<file path="src/rtl/gpio_bank_pkg.sv">
// Shared constants for the gpio_bank peripheral: register map, address window
// and synchroniser limits.
package gpio_bank_pkg;

    // Byte offsets of the eight registers inside the window.
    localparam logic [4:0] OFF_OUT     = 5'h00;
    localparam logic [4:0] OFF_DIR     = 5'h04;
    localparam logic [4:0] OFF_IN      = 5'h08;
    localparam logic [4:0] OFF_SET     = 5'h0C;
    localparam logic [4:0] OFF_CLR     = 5'h10;
    localparam logic [4:0] OFF_RISE_EN = 5'h14;
    localparam logic [4:0] OFF_FALL_EN = 5'h18;
    localparam logic [4:0] OFF_STATUS  = 5'h1C;

    // Word indices as seen on Adr_in[4:2].
    localparam logic [2:0] IDX_OUT     = OFF_OUT[4:2];
    localparam logic [2:0] IDX_DIR     = OFF_DIR[4:2];
    localparam logic [2:0] IDX_IN      = OFF_IN[4:2];
    localparam logic [2:0] IDX_SET     = OFF_SET[4:2];
    localparam logic [2:0] IDX_CLR     = OFF_CLR[4:2];
    localparam logic [2:0] IDX_RISE_EN = OFF_RISE_EN[4:2];
    localparam logic [2:0] IDX_FALL_EN = OFF_FALL_EN[4:2];
    localparam logic [2:0] IDX_STATUS  = OFF_STATUS[4:2];

    localparam logic [31:0] WINDOW_SIZE = 32'h20;

    localparam int SYNC_STAGES_MIN = 2;
    localparam int SYNC_STAGES_MAX = 4;

    // Priming counter must reach SYNC_STAGES_MAX+1 = 5.
    localparam int PRIME_W = 3;

endpackage

</file>
<file path="src/rtl/gpio_sync_edge.sv">
// Input synchroniser chain plus a one-cycle history register that yields raw
// per-pin rise/fall pulses; enabling and priming are applied by the parent.
module gpio_sync_edge #(
    parameter int WIDTH       = 8,
    parameter int SYNC_STAGES = 2
) (
    input  logic             clk,
    input  logic             rst,
    input  logic [WIDTH-1:0] pins,
    output logic [WIDTH-1:0] sync,
    output logic [WIDTH-1:0] rise,
    output logic [WIDTH-1:0] fall
);
    import gpio_bank_pkg::*;

    logic [WIDTH-1:0] chain [SYNC_STAGES];
    logic [WIDTH-1:0] prev;

    always_ff @(posedge clk) begin
        if (rst) begin
            for (int i = 0; i < SYNC_STAGES; i++) begin
                chain[i] <= '0;
            end
            prev <= '0;
        end else begin
            chain[0] <= pins;
            for (int i = 1; i < SYNC_STAGES; i++) begin
                chain[i] <= chain[i-1];
            end
            prev <= chain[SYNC_STAGES-1];
        end
    end

    assign sync = chain[SYNC_STAGES-1];
    assign rise = sync & ~prev;
    assign fall = ~sync & prev;

endmodule

</file>
<file path="src/rtl/gpio_bank.sv">
// Memory-mapped GPIO bank: direction/output registers with atomic set/clear,
// synchronised inputs and per-pin edge interrupts with write-1-to-clear status.
module gpio_bank
    import gpio_bank_pkg::*;
#(
    parameter int          WIDTH       = 8,
    parameter logic [31:0] BASE_ADDR   = 32'h0000_0400,
    parameter int          SYNC_STAGES = 2
) (
    input  logic             clk,
    input  logic             rst,
    input  logic [31:0]      Adr_in,
    input  logic             MemWrite_in,
    input  logic [31:0]      Data_in,
    output logic [31:0]      Data_out,
    output logic             hit,
    input  logic [WIDTH-1:0] gpio_in,
    output logic [WIDTH-1:0] gpio_out,
    output logic [WIDTH-1:0] gpio_oe,
    output logic             irq
);

    // Bus protocol: single-cycle access, no handshake. A write is accepted on
    // the edge where MemWrite_in and hit are both high; reads are combinational.

    logic [WIDTH-1:0]   out_q;
    logic [WIDTH-1:0]   dir_q;
    logic [WIDTH-1:0]   rise_en_q;
    logic [WIDTH-1:0]   fall_en_q;
    logic [WIDTH-1:0]   status_q;
    logic [PRIME_W-1:0] prime_cnt;

    logic [WIDTH-1:0] sync_in;
    logic [WIDTH-1:0] rise_raw;
    logic [WIDTH-1:0] fall_raw;
    logic [WIDTH-1:0] edge_set;
    logic [WIDTH-1:0] status_clr;
    logic [WIDTH-1:0] wdata;
    logic [WIDTH-1:0] rd_field;
    logic [2:0]       reg_idx;
    logic             wr_en;
    logic             prime_done;

    // Window is 32-byte aligned, so an upper-bit compare covers the full range.
    assign hit     = (Adr_in[31:5] == BASE_ADDR[31:5]);
    assign reg_idx = Adr_in[4:2];
    assign wr_en   = MemWrite_in & hit;
    assign wdata   = Data_in[WIDTH-1:0];

    logic unused_bits;
    assign unused_bits = ^{Adr_in[1:0], Data_in};

    gpio_sync_edge #(
        .WIDTH       (WIDTH),
        .SYNC_STAGES (SYNC_STAGES)
    ) u_sync_edge (
        .clk  (clk),
        .rst  (rst),
        .pins (gpio_in),
        .sync (sync_in),
        .rise (rise_raw),
        .fall (fall_raw)
    );

    // Edges stay masked until the chain and prev hold real pin samples.
    assign prime_done = (prime_cnt == PRIME_W'(SYNC_STAGES + 1));

    always_ff @(posedge clk) begin
        if (rst) begin
            prime_cnt <= '0;
        end else if (!prime_done) begin
            prime_cnt <= prime_cnt + PRIME_W'(1);
        end
    end

    assign edge_set   = prime_done ? ((rise_raw & rise_en_q) | (fall_raw & fall_en_q))
                                   : '0;
    assign status_clr = (wr_en && reg_idx == IDX_STATUS) ? wdata : '0;

    always_ff @(posedge clk) begin
        if (rst) begin
            out_q     <= '0;
            dir_q     <= '0;
            rise_en_q <= '0;
            fall_en_q <= '0;
            status_q  <= '0;
        end else begin
            if (wr_en) begin
                case (reg_idx)
                    IDX_OUT:     out_q     <= wdata;
                    IDX_DIR:     dir_q     <= wdata;
                    IDX_SET:     out_q     <= out_q | wdata;
                    IDX_CLR:     out_q     <= out_q & ~wdata;
                    IDX_RISE_EN: rise_en_q <= wdata;
                    IDX_FALL_EN: fall_en_q <= wdata;
                    default:     ;
                endcase
            end
            // A new edge overrides a simultaneous clear of the same bit.
            status_q <= (status_q & ~status_clr) | edge_set;
        end
    end

    always_comb begin
        rd_field = '0;
        case (reg_idx)
            IDX_OUT:     rd_field = out_q;
            IDX_DIR:     rd_field = dir_q;
            IDX_IN:      rd_field = sync_in;
            IDX_RISE_EN: rd_field = rise_en_q;
            IDX_FALL_EN: rd_field = fall_en_q;
            IDX_STATUS:  rd_field = status_q;
            default:     rd_field = '0;
        endcase
    end

    always_comb begin
        Data_out = '0;
        if (hit) begin
            Data_out[WIDTH-1:0] = rd_field;
        end
    end

    assign gpio_out = out_q;
    assign gpio_oe  = dir_q;
    assign irq      = |status_q;

endmodule

</file>
<file path="config.mk">
export PLATFORM = sky130hd
export DESIGN_NAME = gpio_bank
export DESIGN_NICKNAME = d
export VERILOG_FILES = /design/src/rtl/gpio_bank_pkg.sv /design/src/rtl/gpio_sync_edge.sv /design/src/rtl/gpio_bank.sv
export SDC_FILE = /design/constraint.sdc
export NUM_CORES = 1
export LEC_CHECK = 0
export ABC_AREA = 0
export CAP_MARGIN = 30
export CORE_ASPECT_RATIO = 1.4
export CORE_MARGIN = 1.5
export CORE_UTILIZATION = 30
export DETAILED_ROUTE_END_ITERATION = 6
export HOLD_SLACK_MARGIN = 0.15
export PLACE_DENSITY_LB_ADDON = 0.12
export SETUP_SLACK_MARGIN = 0.2
export SLEW_MARGIN = 10
export SYNTH_ARGS = -nofsm -noshare
export SYNTH_HDL_FRONTEND = slang
export SYNTH_SLANG_ARGS = --single-unit
</file>
<file path="constraint.sdc">
create_clock -name clk -period 2.23 [get_ports clk]
set_input_delay 0.446 -clock clk [delete_from_list [all_inputs] [get_ports clk]]
set_output_delay 0.446 -clock clk [all_outputs]
set_load 0.005 [all_outputs]
</file>
== Word level (Yosys, flattened, before mapping) ==
Memories as Yosys holds them, arrays and structs flattened.
Index checks and enable logic that the tools add are counted.

* Word-level logic and storage cells: 52
* Memories: 1
* Bits of input ports: 75
* Flip-flop bits (word level): 51
* Bits in writable memories: 16
* Output and inout port bits: 50

{| class="wikitable"
|+ Memories
! name !! words !! bits a word !! rd ports !! clocked after Yosys merged registers in !! wr ports !! line !! text
|-
| u_sync_edge.chain || 2 || 8 || 2 || 0 || 2 || gpio_sync_edge.sv:16 || <nowiki>logic [WIDTH-1:0] chain [SYNC_STAGES];</nowiki>
|}

* Add/sub/neg operators: 1
* Eq/ne operators: 9
* Bitwise operators: 16
* Reduce and logical (&&, ||, !) cells: 8
* Mux-type cells: 10

{| class="wikitable"
|+ Operators with widths
! cell !! count
|-
| $and 8x8->8 || 6
|-
| $pmux 8 s6 || 1
|-
| $mux 8 || 5
|-
| $not 8->8 || 4
|-
| $eq 27x6->1 const B || 1
|-
| $or 8x8->8 || 3
|-
| $pmux 8 s3 || 1
|-
| $eq 3x3->1 const B || 4
|-
| $eq 3x2->1 const B || 3
|-
| $reduce_and 2->1 || 4
|-
| $reduce_or 8->1 || 1
|-
| $add 3x1->3 const B || 1
|-
| $eq 3x1->1 const B || 1
|-
| $logic_not 3->1 || 1
|-
| $mux 1 || 3
|-
| $reduce_bool 3->1 || 1
|-
| $or 1x1->1 || 2
|-
| $and 1x1->1 || 1
|-
| $logic_and 1x1->1 || 1
|}

== Longest topological paths before layout ==
Gate-level depths: netlist (run 1).

* Depth after elaboration: 7
* Gate-level depth with buffers: 6
* Mapped depth without buffers: 5

== Modules after synthesis ==
Synthesis (run 1) repeated with hierarchy kept, for this count alone.

* Cell total of the unflattened synthesis: 398
* Area, all modules: 3,654.8 um^2

{| class="wikitable"
|+ Modules (own cells, without submodules)
! module !! cells an instance !! area an instance (um^2) !! times used
|-
| gpio_bank || 324 || 2,801.4 || 1
|-
| gpio_sync_edge || 74 || 853.3 || 1
|}

== Worst setup path after synthesis (run 1) ==
No wires, ideal clock.

* Kind: input to output
* Start point: in Adr_in[7]
* End point: out Data_out[1]
* Slack: 235 ps
* Arrival time: 1,549 ps
* Path buffers: 1
* Cell stages on the path: 5
* Cell sequence: nor4b_2 -> nand4_1 -> buf_2 -> nor3_2 -> o21a_1

* Word-level cells in the longest chain between the ends: 2

{| class="wikitable"
|+ Ends and longest elaborated chain
! item !! line !! text
|-
| from (decl) || gpio_bank.sv:12 || <nowiki>input logic [31:0] Adr_in,</nowiki>
|-
| $eq 27x6->1 || gpio_bank.sv:45 || <nowiki>assign hit = (Adr_in[31:5] == BASE_ADDR[31:5]);</nowiki>
|-
| $mux 8 || gpio_bank.sv:119 || <nowiki>if (hit) begin</nowiki>
|-
| to (decl) || gpio_bank.sv:15 || <nowiki>output logic [31:0] Data_out,</nowiki>
|}

No other way between the ends.

== Final worst setup path (run 1) ==
* Start point: in Adr_in[23]
* End point: out Data_out[5]

Same word-level chain as after synthesis.

==> summary.txt, run 1 <==
Outcome
  • Outcome: finished, violations left
  • Violated checks: setup timing

Clocking
  • Max Root-Sink Buffers: 2
  • H-tree depth: 3
  • Num CTS Buffers: 9
  • TritonCTS clock tree: built
  • Skew-Pair Late Insertion Delay: 0.33 ns
  • CTS sink count: 67
  • Clk root buf: clkbuf_16
  • Clock Pin Slew Worst Setup and Hold Paths: 0.06 ns

GRT
  • Largest net degree at the start of global routing: 45
  • GRT Util Overall: 17.8%
  • Vias in the first global route: 3090
  • GR Layer Usage met1: 21.4%
  • Met3 Track Usage GR: 3.50%
  • Busiest grt layer: met2
  • Met2 Usage GRT: 31.0%
  • Antenna violations before repair: 0
  • Grt ovf: 0
  • Wire length of the first global-routing pass: 16.4 mm

Floorplan
  • # IOs: 125
  • Rows: 46
  • Die area: 12200 sq um
  • Initial core utilization: 30.7%
  • Core ar.: 11300 sq um
  • Die Ht: 130 microns
  • Die Width: 93.7 microns

Timing
  • Final hold violations: 0
  • Worst-margin pin slew: 0.760 ns
  • Unrepaired setup endpoints after global routing: yes
  • Tcrit/Tclk final: 107%
  • Max-slew violation count: 0
  • Peak Freq: 417 MHz
  • Final setup viols: 8
  • Clock skew: 0.00530 ns
  • Period minus WS final: 2.40 ns
  • Worst setup margin: -0.165 ns
  • Setup TNS: -0.819 ns
  • Slew headroom: 49.3%

Cells and area
  • Area Growth Syn to Fin: 48.7%
  • Antenna cells: 0
  • Most frequent cells in the layout: 67 x dfxtp_1, 49 x buf_4, 33 x clkdlybuf4s50_1, 32 x mux2i_1, 32 x nand2b_1
  • Commonest non-fill, non-tap cell in the layout: dfxtp_1
  • Share of cells above drive strength 1: 29.7%
  • Utilization after layout: 45.6%
  • Layout Nets: 571
  • Fillers: 1124
  • Final Instance Count excl. Fillers: 643

Synthesis
  • Syn. warnings: 0
  • Synth Instances: 370
  • Number of flops mapped to enable cells by yosys: 0
  • Synth Cell Area: 3460 sq um
  • Post-Synth Simple-Gate Area: 25.5%
  • Netlist cell types: 45
  • Post-synthesis async set-or-reset flop share: 0%
  • Number of synthesized register bits: 67
  • Largest area contributor in the netlist: dfxtp_1
  • Leading register cell type out of synthesis: dfxtp_1
  • Compound-gate portion of the synthesized area: 14.4%
  • Mux cell area share after synthesis: 10.6%
  • Post-Synth Adder-Cell Area: 0.724%
  • Dominant combinational cell family by area after synthesis: simple AND/OR/NAND/NOR gates
  • Sequential area share after synthesis: 38.8%
  • Synth top area share: 38.8%
  • Post-Synth XOR/XNOR Area: 0.253%
  • Top post-synthesis cells by area: dfxtp_1 39%, mux2i_1 9.3%, nand2b_1 5.8%
  • Mean Syn Cell Area: 9.35 sq um

Power and ir drop
  • PwrDens: 581 nW/um^2
  • Pwr Total: 2.99 mW
  • Leakage: 2.13 nW
  • Worst VDD drop: 386 uV

Worst setup path
  • Worst R2R Start: prime_cnt[0]$_SDFFE_PP0N_
  • CP Capture Type: primary output
  • Startpoint Class: primary input
  • Crit path launch: Adr_in[23]
  • Req. time, crit path: 1.78 ns
  • Largest fanout on the critical path: 3
  • Crit path kind: primary input to primary output
  • Crit path DAT: 1.95 ns

Hold path
  • Hold_sp: u_sync_edge.chain[0][0]$_SDFF_PP0_
  • Hold Crit Class: flip-flop to flip-flop

Route
  • DRT Pass-1 Iters: 4
  • Drc violations: 0
  • Initial drt markers: 171
  • Avg Vias per Cell: 4.87
  • Drt total wl: 10.9 mm
  • Vias: 3134
  • Wire per inst: 17.0 microns
  • Routed Antenna Nets: 0

Placement
  • Global placer's final weighted congestion: 0.787
  • Placed insts: 612
  • Hpwl dp: 7.72 mm
  • Number of port buffers: 74

Flow run
  • Max_cap viols: 0
## critical path, stage by stage
cell,delay [ns]
buf_6,0.09
nor4_2,0.24
buf_4,0.16
nand3_4,0.07
or3_4,0.42
buf_6,0.14
a211oi_4,0.22
buf_2,0.15
## synthesized netlist by cell type (3+ instances only)
cell and n:
a22oi_1 11, nand3b_1 9, clkbuf_1 13, buf_4 25, mux2i_1 32, inv_1 9, nor4_2 5, o32ai_1 8
a311oi_1 9, buf_2 6, a21oi_1 19, nor4_1 10, nand2_1 21, dfxtp_1 67, o22ai_1 4, o21a_1 5
a211oi_2 3, nor2_1 14, mux2_2 4, nand2b_1 32, nor2b_1 26, o21ai_0 8
## sequential cells by signal, indices dropped and copies added, names as in the netlist
name / cells
rise_en_q: 8
gpio_out: 8
u_sync_edge.prev: 8
prime_cnt: 3
fall_en_q: 8
u_sync_edge.chain: 16
status_q: 8
gpio_oe: 8
## per-stage QoR
stage / instance area (sq um) / hold slack [ns] / worst slack, ns
after floorplan: 3540 / 0.414 / 0.235
after global placement: 4570 / 0.418 / -0.898
after detailed placement: 4570 / 0.424 / -0.844
after CTS: 4930 / 0.432 / -0.190
after global routing: 5140 / 0.458 / -0.220
final: 5140 / 0.431 / -0.165
## cells by family after synthesis
| group | after synthesis |
|---|---|
| and+or+nand+nor | 135 |
| AOI/OAI and AO/OA | 71 |
| DFF | 67 |
| buffers and inverters | 57 |
| muxes | 36 |
| adders and majority gates | 2 |
| other | 1 |
| xor gates and xnor gates | 1 |
## repair_timing
action | 4_1_cts | 5_1_grt
setup buffers | 11 | 4
hold buffers | 0 | 0
resized for setup | 151 | 40
hold endpoints to repair | 0 | 0
endpoints found under the setup margin | 9 | 10
pin swaps | 14 | 7
## metal layers
layer / up-vias / wire [microns]
li1: 1523 / -
met1: 1487 / 4630
met4: 0 / 123
met5: - / 0
met2: 116 / 5520
met3: 8 / 667
## cell type report
class / count / area [sq um] / share of cell area (%)
multi-input combinational: 269 / 2090 / 40.7
tap: 144 / 180 / 3.50
inverter: 9 / 33.8 / 0.657
clock buffer: 11 / 243 / 4.72
clock inverter: 5 / 52.6 / 1.02
timing repair buffer: 138 / 1200 / 23.4
sequential: 67 / 1340 / 26.1
## power breakdown
group	internal [mW]	switching [mW]
combinational	0.159	0.173
sequential	1.23	0.0151
clock	0.890	0.522
## final timing paths
check	depth (start not counted)	slack (ns)	end
worst max-delay path	8	-0.17	Data_out[5]
worst min register to register	1	0.43	u_sync_edge.chain[0][8]$_SDFF_PP0_
worst min-delay path	1	0.43	u_sync_edge.chain[0][8]$_SDFF_PP0_
worst max register to register	5	0.89	status_q[2]$_SDFF_PP0_
Power figures use the tool's default switching activity.
==> inputs of run 2 (changes only) <==
CORE_MARGIN = 10   (was 1.5)
==> summary.txt, run 2 (synthesized netlist as in run 1, its figures left out) <==
Timing
  • Unrepaired setup endpoints after global routing: yes
  • Period minus WS final: 2.44 ns (+0.0474 ns)
  • Peak Freq: 409 MHz (-1.9%)
  • Worst setup margin: -0.213 ns (-0.0474 ns)
  • Setup TNS: -1.10 ns (-0.283 ns)
  • Final setup viols: 8 (unchanged)
  • Slew headroom: 57.8% (+8.5 points)
  • Tcrit/Tclk final: 110% (+2.1 points)
  • Final hold violations: 0 (unchanged)
  • Clock skew: 0.00359 ns (-0.00171 ns)
  • Min Hold Slack: 0.431 ns (+0.000457 ns)
  • Worst-margin pin slew: 0.633 ns (-0.127 ns)
  • Max-slew violation count: 0 (unchanged)

Clocking
  • TritonCTS clock tree: built
  • Clk root buf: clkbuf_16
  • Num CTS Buffers: 9 (unchanged)
  • Hold_buf cts: 0 (unchanged)
  • CTS sink count: 67 (unchanged)
  • Skew-Pair Late Insertion Delay: 0.34 ns (about the same)
  • Clock Pin Slew Worst Setup and Hold Paths: 0.05 ns (about the same)
  • H-tree depth: 3 (unchanged)
  • Max Root-Sink Buffers: 2 (unchanged)

Placement
  • Number of port buffers: 74 (unchanged)
  • Global placer's final weighted congestion: 0.805 (+2.3%)
  • Hpwl dp: 8.34 mm (+8.1%)
  • Post-DP Area: 4540 sq um (-0.55%)

GRT
  • Largest net degree at the start of global routing: 35 (-22%)
  • Antenna violations before repair: 0 (unchanged)
  • Wire length of the first global-routing pass: 17.9 mm (+9.1%)
  • GRT Util Overall: 13.8% (-3.9 points)
  • Vias in the first global route: 3252 (+5.2%)
  • Grt ovf: 0 (unchanged)

Cells and area
  • Largest Register: u_sync_edge.chain
  • Layout Nets: 571 (unchanged)
  • Share of cells above drive strength 1: 27.3% (-2.4 points)
  • Largest register FFs: 16 (unchanged)
  • Most frequent cells in the layout: 67 x dfxtp_1, 52 x buf_4, 33 x clkdlybuf4s50_1, 32 x mux2i_1, 32 x nand2b_1
  • Utilization after layout: 44.6% (-1.0 points)
  • Finished layout cell area: 5050 sq um (-1.7%)
  • Commonest non-fill, non-tap cell in the layout: dfxtp_1
  • Fillers: 1142 (+1.6%)
  • Antenna cells: 0 (unchanged)
  • Area Growth Syn to Fin: 46.1%

Route
  • Drc violations: 0 (unchanged)
  • Drt total wl: 11.1 mm (+1.8%)
  • Wire per inst: 17.3 microns (+1.8%)
  • DRT Pass-1 Iters: 5 (+1)
  • Initial drt markers: 124 (-27%)
  • Vias: 3083 (-1.6%)
  • Avg Vias per Cell: 4.79 (-1.6%)
  • Routed Antenna Nets: 0 (unchanged)

Floorplan
  • Die Ht: 147 microns (+13%)
  • Rows: 46 (unchanged)
  • Initial core utilization: 30.5% (-0.16 points)
  • Core ar.: 11300 sq um (+0.51%)
  • # IOs: 125 (unchanged)
  • Die area: 16300 sq um (+34%)
  • Die Width: 111 microns (+18%)

Hold path
  • Hold Crit Class: flip-flop to flip-flop
  • Hold Path Stages: 1 (unchanged)
  • Hold EP: u_sync_edge.chain[0][10]$_SDFF_PP0_
  • Hold_sp: u_sync_edge.chain[0][2]$_SDFF_PP0_

Worst setup path
  • Most common cell on crit path: buf_6
  • CP cell instances: buf_6 > nor4_4 > nand4_1 > buf_4 > or3_4 > buf_6 > a211oi_2 > buf_2
  • Req. time, crit path: 1.78 ns (about the same)
  • Crit path DAT: 2.00 ns (+0.05 ns)
  • Crit path kind: primary input to primary output
  • R2r setup slk: 0.78 ns (-0.11 ns)
  • RR Endpoint: status_q[3]$_SDFF_PP0_
  • Worst R2R Start: prime_cnt[0]$_SDFFE_PP0N_
  • Reg2Reg Depth: 5 (unchanged)
  • CP max stage delay: 0.41 ns (about the same)
  • Largest fanout on the critical path: 3 (unchanged)
  • Slowest cell on the critical path: or3_4
  • CP Capture Type: primary output
  • Crit path launch: Adr_in[26]
  • Startpoint Class: primary input

Outcome
  • Outcome: finished, violations left
  • Violated checks: setup timing

Power and ir drop
  • Pwr Total: 3.31 mW (+11%)
  • PwrDens: 655 nW/um^2 (+13%)
  • Leakage: 2.15 nW (+0.60%)
  • Worst VDD drop: 360 uV (-6.9%)

Flow run
  • Max_cap viols: 0 (unchanged)
-- run 2: cell count changes in the layout (fill, tap and decap cells not counted), moves of 3 or more --
| cell | previous run | this run |
|---|---|---|
| clkdlybuf4s15_1 | 7 | 3 |
| nor4_1 | 1 | 9 |
| buf_4 | 49 | 52 |
| clkinv_2 | 3 | 0 |
| bufinv_16 | 1 | 4 |
| nor4_4 | 11 | 4 |
| dlygate4sd2_1 | 0 | 6 |
| buf_2 | 22 | 19 |
-- run 2: timing repair --
item	CTS	global route
hold endpoints to repair	0	0
endpoints found under the setup margin	9	10
setup buffers	12	3
resized for setup	141	16
pin swaps	13	9
-- run 2: power by group --
part | switching (mW) | internal (mW)
clock network | 0.539 | 1.21
registers | 0.0147 | 1.23
logic | 0.162 | 0.158
total | 0.716 | 2.59
-- run 2: how the worst max path moves through the flow --
stage | depth (start not counted) | endpoint | slack, ns
after floorplan | 5 | Data_out[1] | 0.24
after global placement | 8 | Data_out[6] | -0.88
after detailed placement | 8 | Data_out[6] | -0.92
after CTS | 8 | Data_out[0] | -0.22
after global routing | 8 | Data_out[0] | -0.31
final | 8 | Data_out[0] | -0.21
-- run 2: layout make-up --
cell class | count | area (sq um) | share of cell area, %
Clock buffer | 10 | 229 | 4.53
Sequential cell | 67 | 1340 | 26.5
Tap cell | 144 | 180 | 3.57
Multi-Input combinational cell | 269 | 1950 | 38.6
Timing Repair Buffer | 138 | 1180 | 23.4
Inverter | 9 | 33.8 | 0.668
Clock inverter | 6 | 136 | 2.70
-- run 2: per-stage QoR --
stage,worst slack (ns),instances
2_1_floorplan,0.235,393
3_3_place_gp,-0.884,612
3_5_place_dp,-0.915,612
4_1_cts,-0.219,640
5_1_grt,-0.312,643
6_report,-0.213,643
-- run 2: layer usage --
metal | up-vias | track usage [%] | wire length, microns
met5 | - | 0 | 0
met4 | 0 | 6.07 | 187
met3 | 11 | 3.71 | 608
met2 | 102 | 22.7 | 5380
met1 | 1442 | 16.4 | 4960
li1 | 1528 | - | -
-- run 2: worst max-delay path, delay by kind of cell --
kind,cells,cell delay [ns]
buffers and inverters,4,0.55
and+or+nand+nor,3,0.87
AOI/OAI and AO/OA,1,0.13
